**src/rtl/idma_pkg.sv**
```systemverilog
// Shared iDMA types used by the error-collection path.
package idma_pkg;

    // Error source tag as carried on the report bus.
    typedef logic [1:0] err_type_t;

    typedef enum logic [1:0] {
        BUS_READ  = 2'd0,
        BUS_WRITE = 2'd1,
        BACKEND   = 2'd2
    } err_type_e;

    typedef enum logic [0:0] {
        CONTINUE = 1'b0,
        ABORT    = 1'b1
    } eh_action_e;

    typedef enum logic [0:0] {
        NO_ERROR_HANDLING = 1'b0,
        ERROR_HANDLING    = 1'b1
    } error_cap_e;

    typedef struct packed {
        logic buffer_busy;
        logic r_dp_busy;
        logic w_dp_busy;
        logic r_leg_busy;
        logic w_leg_busy;
        logic eh_fsm_busy;
        logic eh_cnt_busy;
        logic raw_coupler_busy;
    } idma_busy_t;

    // Full-width report; users keep only the low AddrWidth address bits.
    typedef struct packed {
        err_type_t   err_type;
        logic [63:0] addr;
    } idma_err_report_t;

    // Error-handler FSM states (prefixed to stay clear of eh_action_e names).
    typedef enum logic [1:0] {
        EH_IDLE     = 2'd0,
        EH_REPORT   = 2'd1,
        EH_WAIT_ACT = 2'd2,
        EH_ABORT    = 2'd3
    } eh_state_e;

endpackage

```
**src/rtl/idma_err_collector_if.sv**
```systemverilog
// Error-report bundle between transport legs, collector and frontend.
interface idma_err_collector_if import idma_pkg::*; #(
    parameter int unsigned AddrWidth = 32
) ();
    logic                 r_err_valid_i;
    logic [AddrWidth-1:0] r_err_addr_i;
    logic                 r_err_ready_o;
    logic                 w_err_valid_i;
    logic [AddrWidth-1:0] w_err_addr_i;
    logic                 w_err_ready_o;
    logic                 be_err_valid_i;
    logic [AddrWidth-1:0] be_err_addr_i;
    logic                 be_err_ready_o;
    logic                 err_valid_o;
    err_type_t            err_type_o;
    logic [AddrWidth-1:0] err_addr_o;
    logic                 err_ready_i;
    logic                 eh_valid_i;
    eh_action_e           eh_i;
    logic                 eh_ready_o;
    logic                 abort_o;
    logic                 fsm_busy_o;
    logic                 cnt_busy_o;

    // Collector side.
    modport slave (
        input  r_err_valid_i, r_err_addr_i, w_err_valid_i, w_err_addr_i,
               be_err_valid_i, be_err_addr_i, err_ready_i, eh_valid_i, eh_i,
        output r_err_ready_o, w_err_ready_o, be_err_ready_o, err_valid_o,
               err_type_o, err_addr_o, eh_ready_o, abort_o, fsm_busy_o, cnt_busy_o
    );

    // Reporter / frontend side.
    modport master (
        output r_err_valid_i, r_err_addr_i, w_err_valid_i, w_err_addr_i,
               be_err_valid_i, be_err_addr_i, err_ready_i, eh_valid_i, eh_i,
        input  r_err_ready_o, w_err_ready_o, be_err_ready_o, err_valid_o,
               err_type_o, err_addr_o, eh_ready_o, abort_o, fsm_busy_o, cnt_busy_o
    );
endinterface

```
**src/rtl/idma_err_collector_sva.sv**
```systemverilog
// Protocol checks on the collector's frontend outputs.
module idma_err_collector_sva import idma_pkg::*; #(
    parameter int unsigned AddrWidth = 32
) (
    input logic                 clk_i,
    input logic                 rst_ni,
    input logic                 err_valid_i,
    input logic                 err_ready_i,
    input err_type_t            err_type_i,
    input logic [AddrWidth-1:0] err_addr_i,
    input logic                 abort_i
);
    a_report_stable: assert property (@(posedge clk_i) disable iff (!rst_ni)
        (err_valid_i && !err_ready_i) |=> ($stable(err_type_i) && $stable(err_addr_i)));

    a_abort_single: assert property (@(posedge clk_i) disable iff (!rst_ni)
        abort_i |=> !abort_i);
endmodule

```
**src/rtl/idma_err_fifo.sv**
```systemverilog
// Register-based FIFO for queued error reports; pointers wrap naturally.
module idma_err_fifo #(
    parameter int unsigned Depth     = 4,
    parameter int unsigned DataWidth = 34,
    localparam int unsigned PtrW     = $clog2(Depth),
    localparam int unsigned CntW     = PtrW + 1
) (
    input  logic                 clk_i,
    input  logic                 rst_ni,
    input  logic                 push_i,
    input  logic [DataWidth-1:0] data_i,
    input  logic                 pop_i,
    output logic [DataWidth-1:0] data_o,
    output logic                 full_o,
    output logic                 empty_o,
    output logic [CntW-1:0]      count_o
);
    logic [DataWidth-1:0] mem_q [Depth];
    logic [PtrW-1:0]      wptr_q, wptr_d, rptr_q, rptr_d;
    logic [CntW-1:0]      cnt_q, cnt_d;
    logic                 push_s, pop_s;

    assign full_o  = (cnt_q == CntW'(Depth));
    assign empty_o = (cnt_q == {CntW{1'b0}});
    assign count_o = cnt_q;
    assign data_o  = mem_q[rptr_q];
    assign push_s  = push_i & ~full_o;
    assign pop_s   = pop_i & ~empty_o;

    // Next pointer and occupancy values.
    always_comb begin
        wptr_d = wptr_q;
        rptr_d = rptr_q;
        cnt_d  = cnt_q;
        if (push_s) begin
            wptr_d = wptr_q + PtrW'(1);
        end else begin
            wptr_d = wptr_q;
        end
        if (pop_s) begin
            rptr_d = rptr_q + PtrW'(1);
        end else begin
            rptr_d = rptr_q;
        end
        case ({push_s, pop_s})
            2'b10:   cnt_d = cnt_q + CntW'(1);
            2'b01:   cnt_d = cnt_q - CntW'(1);
            default: cnt_d = cnt_q;
        endcase
    end

    // Pointer and count registers.
    always_ff @(posedge clk_i or negedge rst_ni) begin
        if (!rst_ni) begin
            wptr_q <= {PtrW{1'b0}};
            rptr_q <= {PtrW{1'b0}};
            cnt_q  <= {CntW{1'b0}};
        end else begin
            wptr_q <= wptr_d;
            rptr_q <= rptr_d;
            cnt_q  <= cnt_d;
        end
    end

    // Report storage, cleared on reset so stale reports never resurface.
    always_ff @(posedge clk_i or negedge rst_ni) begin
        if (!rst_ni) begin
            for (int i = 0; i < int'(Depth); i++) begin
                mem_q[i] <= {DataWidth{1'b0}};
            end
        end else if (push_s) begin
            mem_q[wptr_q] <= data_i;
        end
    end
endmodule

```
**src/rtl/idma_err_collector.sv**
```systemverilog
// Collects read/write/backend error reports, queues them and hands them to
// the frontend one at a time, pulsing abort toward the backend on request.
module idma_err_collector import idma_pkg::*; #(
    parameter int unsigned AddrWidth    = 32,
    parameter int unsigned ErrFifoDepth = 4,
    parameter error_cap_e  ErrorCap     = ERROR_HANDLING
) (
    input logic                  clk_i,
    input logic                  rst_ni,
    idma_err_collector_if.slave  bus
);
    localparam int unsigned CntW = $clog2(ErrFifoDepth) + 1;

    typedef struct packed {
        err_type_t            err_type;
        logic [AddrWidth-1:0] addr;
    } err_rep_t;

    if (ErrorCap == ERROR_HANDLING) begin : gen_eh
        eh_state_e       state_q, state_d;
        err_rep_t        push_rep_s, head_rep_s;
        logic            grant_w_s, grant_r_s, grant_be_s;
        logic            full_s, empty_s, push_s, pop_s;
        logic            rdy_w_s, rdy_r_s, rdy_be_s;
        logic [CntW-1:0] count_s;

        // Fixed-priority grant: write beats read beats backend.
        always_comb begin
            grant_w_s  = 1'b0;
            grant_r_s  = 1'b0;
            grant_be_s = 1'b0;
            push_rep_s = '0;
            if (bus.w_err_valid_i) begin
                grant_w_s  = 1'b1;
                push_rep_s = '{err_type: err_type_t'(BUS_WRITE), addr: bus.w_err_addr_i};
            end else if (bus.r_err_valid_i) begin
                grant_r_s  = 1'b1;
                push_rep_s = '{err_type: err_type_t'(BUS_READ), addr: bus.r_err_addr_i};
            end else if (bus.be_err_valid_i) begin
                grant_be_s = 1'b1;
                push_rep_s = '{err_type: err_type_t'(BACKEND), addr: bus.be_err_addr_i};
            end else begin
                push_rep_s = '0;
            end
        end

        // A full queue refuses everyone, even when the head pops this cycle.
        assign rdy_w_s  = grant_w_s  & ~full_s & rst_ni;
        assign rdy_r_s  = grant_r_s  & ~full_s & rst_ni;
        assign rdy_be_s = grant_be_s & ~full_s & rst_ni;
        assign push_s   = rdy_w_s | rdy_r_s | rdy_be_s;
        assign pop_s    = (state_q == EH_WAIT_ACT) & bus.eh_valid_i;

        assign bus.w_err_ready_o  = rdy_w_s;
        assign bus.r_err_ready_o  = rdy_r_s;
        assign bus.be_err_ready_o = rdy_be_s;

        idma_err_fifo #(
            .Depth     (ErrFifoDepth),
            .DataWidth ($bits(err_rep_t))
        ) i_err_fifo (
            .clk_i   (clk_i),
            .rst_ni  (rst_ni),
            .push_i  (push_s),
            .data_i  (push_rep_s),
            .pop_i   (pop_s),
            .data_o  (head_rep_s),
            .full_o  (full_s),
            .empty_o (empty_s),
            .count_o (count_s)
        );

        // FSM state register.
        always_ff @(posedge clk_i or negedge rst_ni) begin
            if (!rst_ni) begin
                state_q <= EH_IDLE;
            end else begin
                state_q <= state_d;
            end
        end

        // FSM next-state logic.
        always_comb begin
            state_d = state_q;
            case (state_q)
                EH_IDLE: begin
                    if (!empty_s) state_d = EH_REPORT;
                    else          state_d = EH_IDLE;
                end
                EH_REPORT: begin
                    if (bus.err_ready_i) state_d = EH_WAIT_ACT;
                    else                 state_d = EH_REPORT;
                end
                EH_WAIT_ACT: begin
                    if (bus.eh_valid_i) begin
                        if (bus.eh_i == ABORT) state_d = EH_ABORT;
                        else                   state_d = EH_IDLE;
                    end else begin
                        state_d = EH_WAIT_ACT;
                    end
                end
                EH_ABORT: state_d = EH_IDLE;
                default:  state_d = EH_IDLE;
            endcase
        end

        // FSM outputs: report fields are only driven while presenting.
        always_comb begin
            bus.err_valid_o = 1'b0;
            bus.err_type_o  = 2'd0;
            bus.err_addr_o  = {AddrWidth{1'b0}};
            bus.eh_ready_o  = 1'b0;
            bus.abort_o     = 1'b0;
            case (state_q)
                EH_REPORT: begin
                    bus.err_valid_o = 1'b1;
                    bus.err_type_o  = head_rep_s.err_type;
                    bus.err_addr_o  = head_rep_s.addr;
                end
                EH_WAIT_ACT: bus.eh_ready_o = 1'b1;
                EH_ABORT:    bus.abort_o    = 1'b1;
                default:     bus.err_valid_o = 1'b0;
            endcase
        end

        assign bus.fsm_busy_o = (state_q != EH_IDLE);
        assign bus.cnt_busy_o = (count_s != {CntW{1'b0}});

        idma_err_collector_sva #(.AddrWidth(AddrWidth)) i_sva (
            .clk_i       (clk_i),
            .rst_ni      (rst_ni),
            .err_valid_i (bus.err_valid_o),
            .err_ready_i (bus.err_ready_i),
            .err_type_i  (bus.err_type_o),
            .err_addr_i  (bus.err_addr_o),
            .abort_i     (bus.abort_o)
        );
    end else begin : gen_no_eh
        // Reports are swallowed; nothing is stored or forwarded.
        logic unused_s;
        assign unused_s = ^{clk_i, rst_ni, bus.r_err_valid_i, bus.r_err_addr_i,
                            bus.w_err_valid_i, bus.w_err_addr_i, bus.be_err_valid_i,
                            bus.be_err_addr_i, bus.err_ready_i, bus.eh_valid_i, bus.eh_i};
        assign bus.r_err_ready_o  = 1'b1;
        assign bus.w_err_ready_o  = 1'b1;
        assign bus.be_err_ready_o = 1'b1;
        assign bus.err_valid_o    = 1'b0;
        assign bus.err_type_o     = 2'd0;
        assign bus.err_addr_o     = {AddrWidth{1'b0}};
        assign bus.eh_ready_o     = 1'b0;
        assign bus.abort_o        = 1'b0;
        assign bus.fsm_busy_o     = 1'b0;
        assign bus.cnt_busy_o     = 1'b0;
    end
endmodule

```
**src/flat_wrapper.sv**
```systemverilog
// flat-port wrapper written by rule: the top's interface ports become plain ports
module idma_err_collector_flat import idma_pkg::*;
#(
    parameter int unsigned AddrWidth    = 32,
    parameter int unsigned ErrFifoDepth = 4,
    parameter error_cap_e  ErrorCap     = ERROR_HANDLING
)
  (clk_i, rst_ni, bus_r_err_valid_i, bus_r_err_addr_i, bus_w_err_valid_i, bus_w_err_addr_i, bus_be_err_valid_i, bus_be_err_addr_i, bus_err_ready_i, bus_eh_valid_i, bus_eh_i, bus_r_err_ready_o, bus_w_err_ready_o, bus_be_err_ready_o, bus_err_valid_o, bus_err_type_o, bus_err_addr_o, bus_eh_ready_o, bus_abort_o, bus_fsm_busy_o, bus_cnt_busy_o);
  idma_err_collector_if #(.AddrWidth(AddrWidth)) bus_i ();
  input logic clk_i;
  input logic rst_ni;
  input wire logic [$bits(bus_i.r_err_valid_i)-1:0] bus_r_err_valid_i;
  input wire logic [$bits(bus_i.r_err_addr_i)-1:0] bus_r_err_addr_i;
  input wire logic [$bits(bus_i.w_err_valid_i)-1:0] bus_w_err_valid_i;
  input wire logic [$bits(bus_i.w_err_addr_i)-1:0] bus_w_err_addr_i;
  input wire logic [$bits(bus_i.be_err_valid_i)-1:0] bus_be_err_valid_i;
  input wire logic [$bits(bus_i.be_err_addr_i)-1:0] bus_be_err_addr_i;
  input wire logic [$bits(bus_i.err_ready_i)-1:0] bus_err_ready_i;
  input wire logic [$bits(bus_i.eh_valid_i)-1:0] bus_eh_valid_i;
  input wire logic [$bits(bus_i.eh_i)-1:0] bus_eh_i;
  output wire logic [$bits(bus_i.r_err_ready_o)-1:0] bus_r_err_ready_o;
  output wire logic [$bits(bus_i.w_err_ready_o)-1:0] bus_w_err_ready_o;
  output wire logic [$bits(bus_i.be_err_ready_o)-1:0] bus_be_err_ready_o;
  output wire logic [$bits(bus_i.err_valid_o)-1:0] bus_err_valid_o;
  output wire logic [$bits(bus_i.err_type_o)-1:0] bus_err_type_o;
  output wire logic [$bits(bus_i.err_addr_o)-1:0] bus_err_addr_o;
  output wire logic [$bits(bus_i.eh_ready_o)-1:0] bus_eh_ready_o;
  output wire logic [$bits(bus_i.abort_o)-1:0] bus_abort_o;
  output wire logic [$bits(bus_i.fsm_busy_o)-1:0] bus_fsm_busy_o;
  output wire logic [$bits(bus_i.cnt_busy_o)-1:0] bus_cnt_busy_o;
  assign bus_i.r_err_valid_i = bus_r_err_valid_i;
  assign bus_i.r_err_addr_i = bus_r_err_addr_i;
  assign bus_i.w_err_valid_i = bus_w_err_valid_i;
  assign bus_i.w_err_addr_i = bus_w_err_addr_i;
  assign bus_i.be_err_valid_i = bus_be_err_valid_i;
  assign bus_i.be_err_addr_i = bus_be_err_addr_i;
  assign bus_i.err_ready_i = bus_err_ready_i;
  assign bus_i.eh_valid_i = bus_eh_valid_i;
  assign bus_i.eh_i = bus_eh_i;
  assign bus_r_err_ready_o = bus_i.r_err_ready_o;
  assign bus_w_err_ready_o = bus_i.w_err_ready_o;
  assign bus_be_err_ready_o = bus_i.be_err_ready_o;
  assign bus_err_valid_o = bus_i.err_valid_o;
  assign bus_err_type_o = bus_i.err_type_o;
  assign bus_err_addr_o = bus_i.err_addr_o;
  assign bus_eh_ready_o = bus_i.eh_ready_o;
  assign bus_abort_o = bus_i.abort_o;
  assign bus_fsm_busy_o = bus_i.fsm_busy_o;
  assign bus_cnt_busy_o = bus_i.cnt_busy_o;
  idma_err_collector #(.AddrWidth(AddrWidth), .ErrFifoDepth(ErrFifoDepth), .ErrorCap(ErrorCap)) u_core (.clk_i(clk_i), .rst_ni(rst_ni), .bus(bus_i));
endmodule
```
**config.mk**
```make
export PLATFORM = sky130hd
export DESIGN_NAME = idma_err_collector_flat
export DESIGN_NICKNAME = d
export VERILOG_FILES = /design/src/rtl/idma_pkg.sv /design/src/rtl/idma_err_collector_if.sv /design/src/rtl/idma_err_collector_sva.sv /design/src/rtl/idma_err_fifo.sv /design/src/rtl/idma_err_collector.sv /design/src/flat_wrapper.sv
export SDC_FILE = /design/constraint.sdc
export NUM_CORES = 1
export LEC_CHECK = 0
export ABC_AREA = 1
export CAP_MARGIN = 20
export CORE_MARGIN = 4
export CORE_UTILIZATION = 37
export CTS_CLUSTER_DIAMETER = 100
export CTS_CLUSTER_SIZE = 28
export DETAILED_ROUTE_END_ITERATION = 10
export DONT_BUFFER_PORTS = 1
export HOLD_SLACK_MARGIN = 0.12
export PLACE_DENSITY = 0.55
export SLEW_MARGIN = 10
export SYNTH_ARGS = -nofsm -noshare
export SYNTH_HDL_FRONTEND = slang
export SYNTH_HIERARCHICAL = 1
export SYNTH_SLANG_ARGS = --single-unit
```
**constraint.sdc**
```tcl
create_clock -name clk_i -period 2.6 [get_ports clk_i]
set_input_delay 0.52 -clock clk_i [delete_from_list [all_inputs] [get_ports clk_i]]
set_output_delay 0.52 -clock clk_i [all_outputs]
set_load 0.02 [all_outputs]
```
==> metrics.yaml <==
routing:
  wl_met2_mm: 12.14
  dr.max_layer_used: "met5"
  wl_met1_mm: 12.65
  wl_mm: 26.37
  vias: 7974
  vias_per_cell: 5.250
  detail_route.wl_per_cell_um: 17.36
  dr_wl_met3_mm: 1.290
  drt_first_iter_violations: 643
  dr.pass1.iters: 5
  antenna_left: 0
  drc: 0
synthesis:
  synth.area.top_cells: "dfrtp_1 42%, nand2_1 17%, nand4_1 10%, nor2_1 6.2%, o21ai_0 4.9%"
  synth_compound_area_frac: 0.06098
  ys_seq_elements: 145
  netlist.top_cell.by_area: "dfrtp_1"
  synth-simple-area-share: 0.3921
  post_synth_xor_area_fraction: 0.001016
  netlist_area_um2: 8618
  syn_area_per_cell_um2: 7.134
  synth_cell_types: 26
  yosysTopAreaCellShare: 0.4210
  syn_inst: 1208
  synthMuxAreaShare: 0
  ys.warnings.count: 6
  synth_fa_ha_area_frac: 0.009582
  synth_nets: 1318
  yosysSeqAreaShare: 0.4210
  synth_top_family_by_area: "simple AND/OR/NAND/NOR gates"
sta:
  maxSlewHeadroom: 0.3980
  worstMarginPinSlew_ns: 0.9030
  setup_viol: 0
  final_max_slew_viol_count: 0
  fin_crit_ns: 2.470
  whs_ns: -0.2084
  finalCritPeriodShare: 0.9499
  final.setup.tns_ns: 0
  max_freq_mhz: 404.9
  skew_ns: 0.01351
  setup_ws_ns: 0.1302
  rsz0062_at_grt: "no"
  hold_viol_final: 145
layout:
  fillerInstances: 2429
  antenna_cells: 0
  fin_util: 0.4211
  final_area_um2: 9592
  syn2layout_area_growth_pct: 11.30
  layout-drive-gt1-share: 0.1061
  fin_nets: 1303
setup_path:
  path_max_fanout: 13
  path_buf_inv: 4
  end_kind: "primary output"
  required_ns: 2.08
  path_cells: "inv_4, buf_4, o21ai_0, o21ai_1, inv_1, nor2_1, buf_4"
  crit_arrival_ns: 1.95
  critPathTopFamily: "buffers and inverters"
  crit_slowest_cell: "dfrtp_2"
  path_common_cell: "buf_4"
  crit_type: "reg -> out"
  start_kind: "flip-flop"
  max_stage_delay_ns: 0.48
floorplan:
  start_util: 0.3784
  die_w_um: 160.6
  ios: 146
  die_h_um: 160.6
  die_area_um2: 25800
  row_count: 55
  core_area_um2: 22780
grt:
  overflow: 0
  grt_usage: 0.2052
  grt_pass1_wl_mm: 42.72
  grt_max_degree: 147
  antenna_found_initial: 1
  grt_pass1_vias: 7754
run_status:
  violations: "hold timing"
  outcome: "finished, violations left"
clock_network:
  clockBufferDepth: 2
  h-tree-depth: 4
  clkSlewWorstSetupHoldPaths_ns: 0.06
  numClockSinks: 145
  cts_tree: "done"
  clk_latency_ns: 0.44
  root_buffer: "clkbuf_16"
  numCtsBuffers: 17
placement:
  preCtsSetupSlack_ns: 0.2312
  gp_congestion: 0.7629
  hpwlAfterDp_mm: 15.76
  io_buffers: 0
  placed_area_um2: 8924
power_and_ir_drop:
  p_int_w: 0.006768
  switching_share: 0.4428
  power.density_nw_per_um2: 1267
  clockPowerShare: 0.217
  max-vdd-ir-drop_mv: 0.5033
  leakage_nw: 5.027
  seq_power_share: 0.315
  p_comb_frac: 0.468
  p_switching_w: 0.005380
worst_hold_path:
  hold_path_class: "in -> async"
job:
  cap_viol_max_count: 0
synth_stat cells:
cell type  count
clkbuf_2       1
o21ai_1       21
nand3_1       60
nand2_1      397
buf_2         35
clkbuf_1      17
nand4_1      138
buf_1          9
nor2_4         2
dfrtp_1      145
fa_1           1
nor2_2         1
o21ai_0       84
nand2_4        1
nor3_1         1
buf_4         23
inv_4          1
inv_2          3
xnor2_1        1
nand3b_1       1
inv_1         88
buf_8          1
buf_6         16
nor2_1       142
nand3_2       14
ha_1           5
cells by family after synthesis:
family,after synthesis
AO/OA/AOI/OAI,105
XOR/XNOR,1
adder cells (fa/ha/maj),6
buffers and inverters,194
flip-flops,145
AND/OR/NAND/NOR,757
registers in the layout, summed over array words and instances (netlist names):
register / flops
u_core/gen_eh.i_err_fifo/count_o: 3
u_core/gen_eh.i_err_fifo/rptr_q: 2
u_core/gen_eh.i_err_fifo/mem_q: 136
u_core/gen_eh.state_q: 2
u_core/gen_eh.i_err_fifo/wptr_q: 2
layout by cell type, fill, tap and decap left out, types with 3 or more instances in the layout:
cell type   instances
inv_1              87
o21ai_0            82
clkinvlp_4          4
nor2_1            142
ha_2                4
nand2_1           396
inv_2               3
clkbuf_16          18
clkinv_4            3
dfrtp_1           144
nand4_1           138
o21ai_1            23
nand3_2            14
buf_4              63
nand3_1            60
bufinv_16           4
worst reg2reg max path: stages (launching register included):
cell,delay [ns]
dfrtp_1,0.42
nor2_2,0.07
nand2_4,0.06
buf_4,0.68
nand3_2,0.55
buf_4,0.35
nand2_1,0.08
nand2_1,0.04
stage by stage:
stage | std cells | total power, W
6_report | 1519 | 0.01215
5_1_grt | 1519 | 0.01319
4_1_cts | 1518 | 0.01216
3_5_place_dp | 1486 | 0.009514
3_3_place_gp | 1486 | 0.009426
2_1_floorplan | 1208 | 0.007860
power groups by stage:
stage          logic (W)  clock network (W)  registers [W]
2_1_floorplan    0.00417                  0        0.00369
3_3_place_gp     0.00561                  0        0.00382
6_report         0.00569            0.00264        0.00382
4_1_cts          0.00568            0.00267        0.00381
5_1_grt          0.00645            0.00278        0.00396
3_5_place_dp     0.00568                  0        0.00384
worst paths after layout:
kind	startpoint	endpoint	slack, ns	depth (start not counted)
setup reg to reg	u_core/gen_eh.i_err_fifo/count_o[0]	u_core/gen_eh.i_err_fifo/mem_q[19]	0.22	7
min in group clk_i	bus_err_ready_i	u_core/gen_eh.state_q[1]	0.21	2
max in group asynchronous	rst_ni	u_core/gen_eh.i_err_fifo/mem_q[73]	2.54	0
hold / removal	rst_ni	u_core/gen_eh.i_err_fifo/mem_q[126]	-0.21	0
setup / recovery	u_core/gen_eh.i_err_fifo/rptr_q[0]	bus_err_addr_o[28]	0.13	7
hold reg to reg	u_core/gen_eh.i_err_fifo/mem_q[95]	u_core/gen_eh.i_err_fifo/mem_q[95]	0.47	2
routing by layer:
metal	up-vias	track usage
met5	-	0
li1	3902	-
met2	214	0.3241
met4	2	0.04849
met3	23	0.03669
met1	3833	0.2940
area by class of cell:
type | instances | area (µm²) | share of cell area
Multi-Input combinational cell | 869 | 4014 | 0.4185
Tap cell | 313 | 391.6 | 0.04083
Clock inverter | 13 | 186.4 | 0.01944
Timing Repair Buffer | 68 | 576.8 | 0.06014
Inverter | 92 | 350.3 | 0.03652
Sequential cell | 145 | 3630 | 0.3784
Clock buffer | 19 | 442.9 | 0.04618
timing repair:
action | 4_1_cts | 5_1_grt
endpoints found under the setup margin | 0 | 13
gates resized for setup | 0 | 6
endpoints found under the hold margin | 145 | 145
setup buffers | 0 | 0
(Power assumes the default switching activity.)
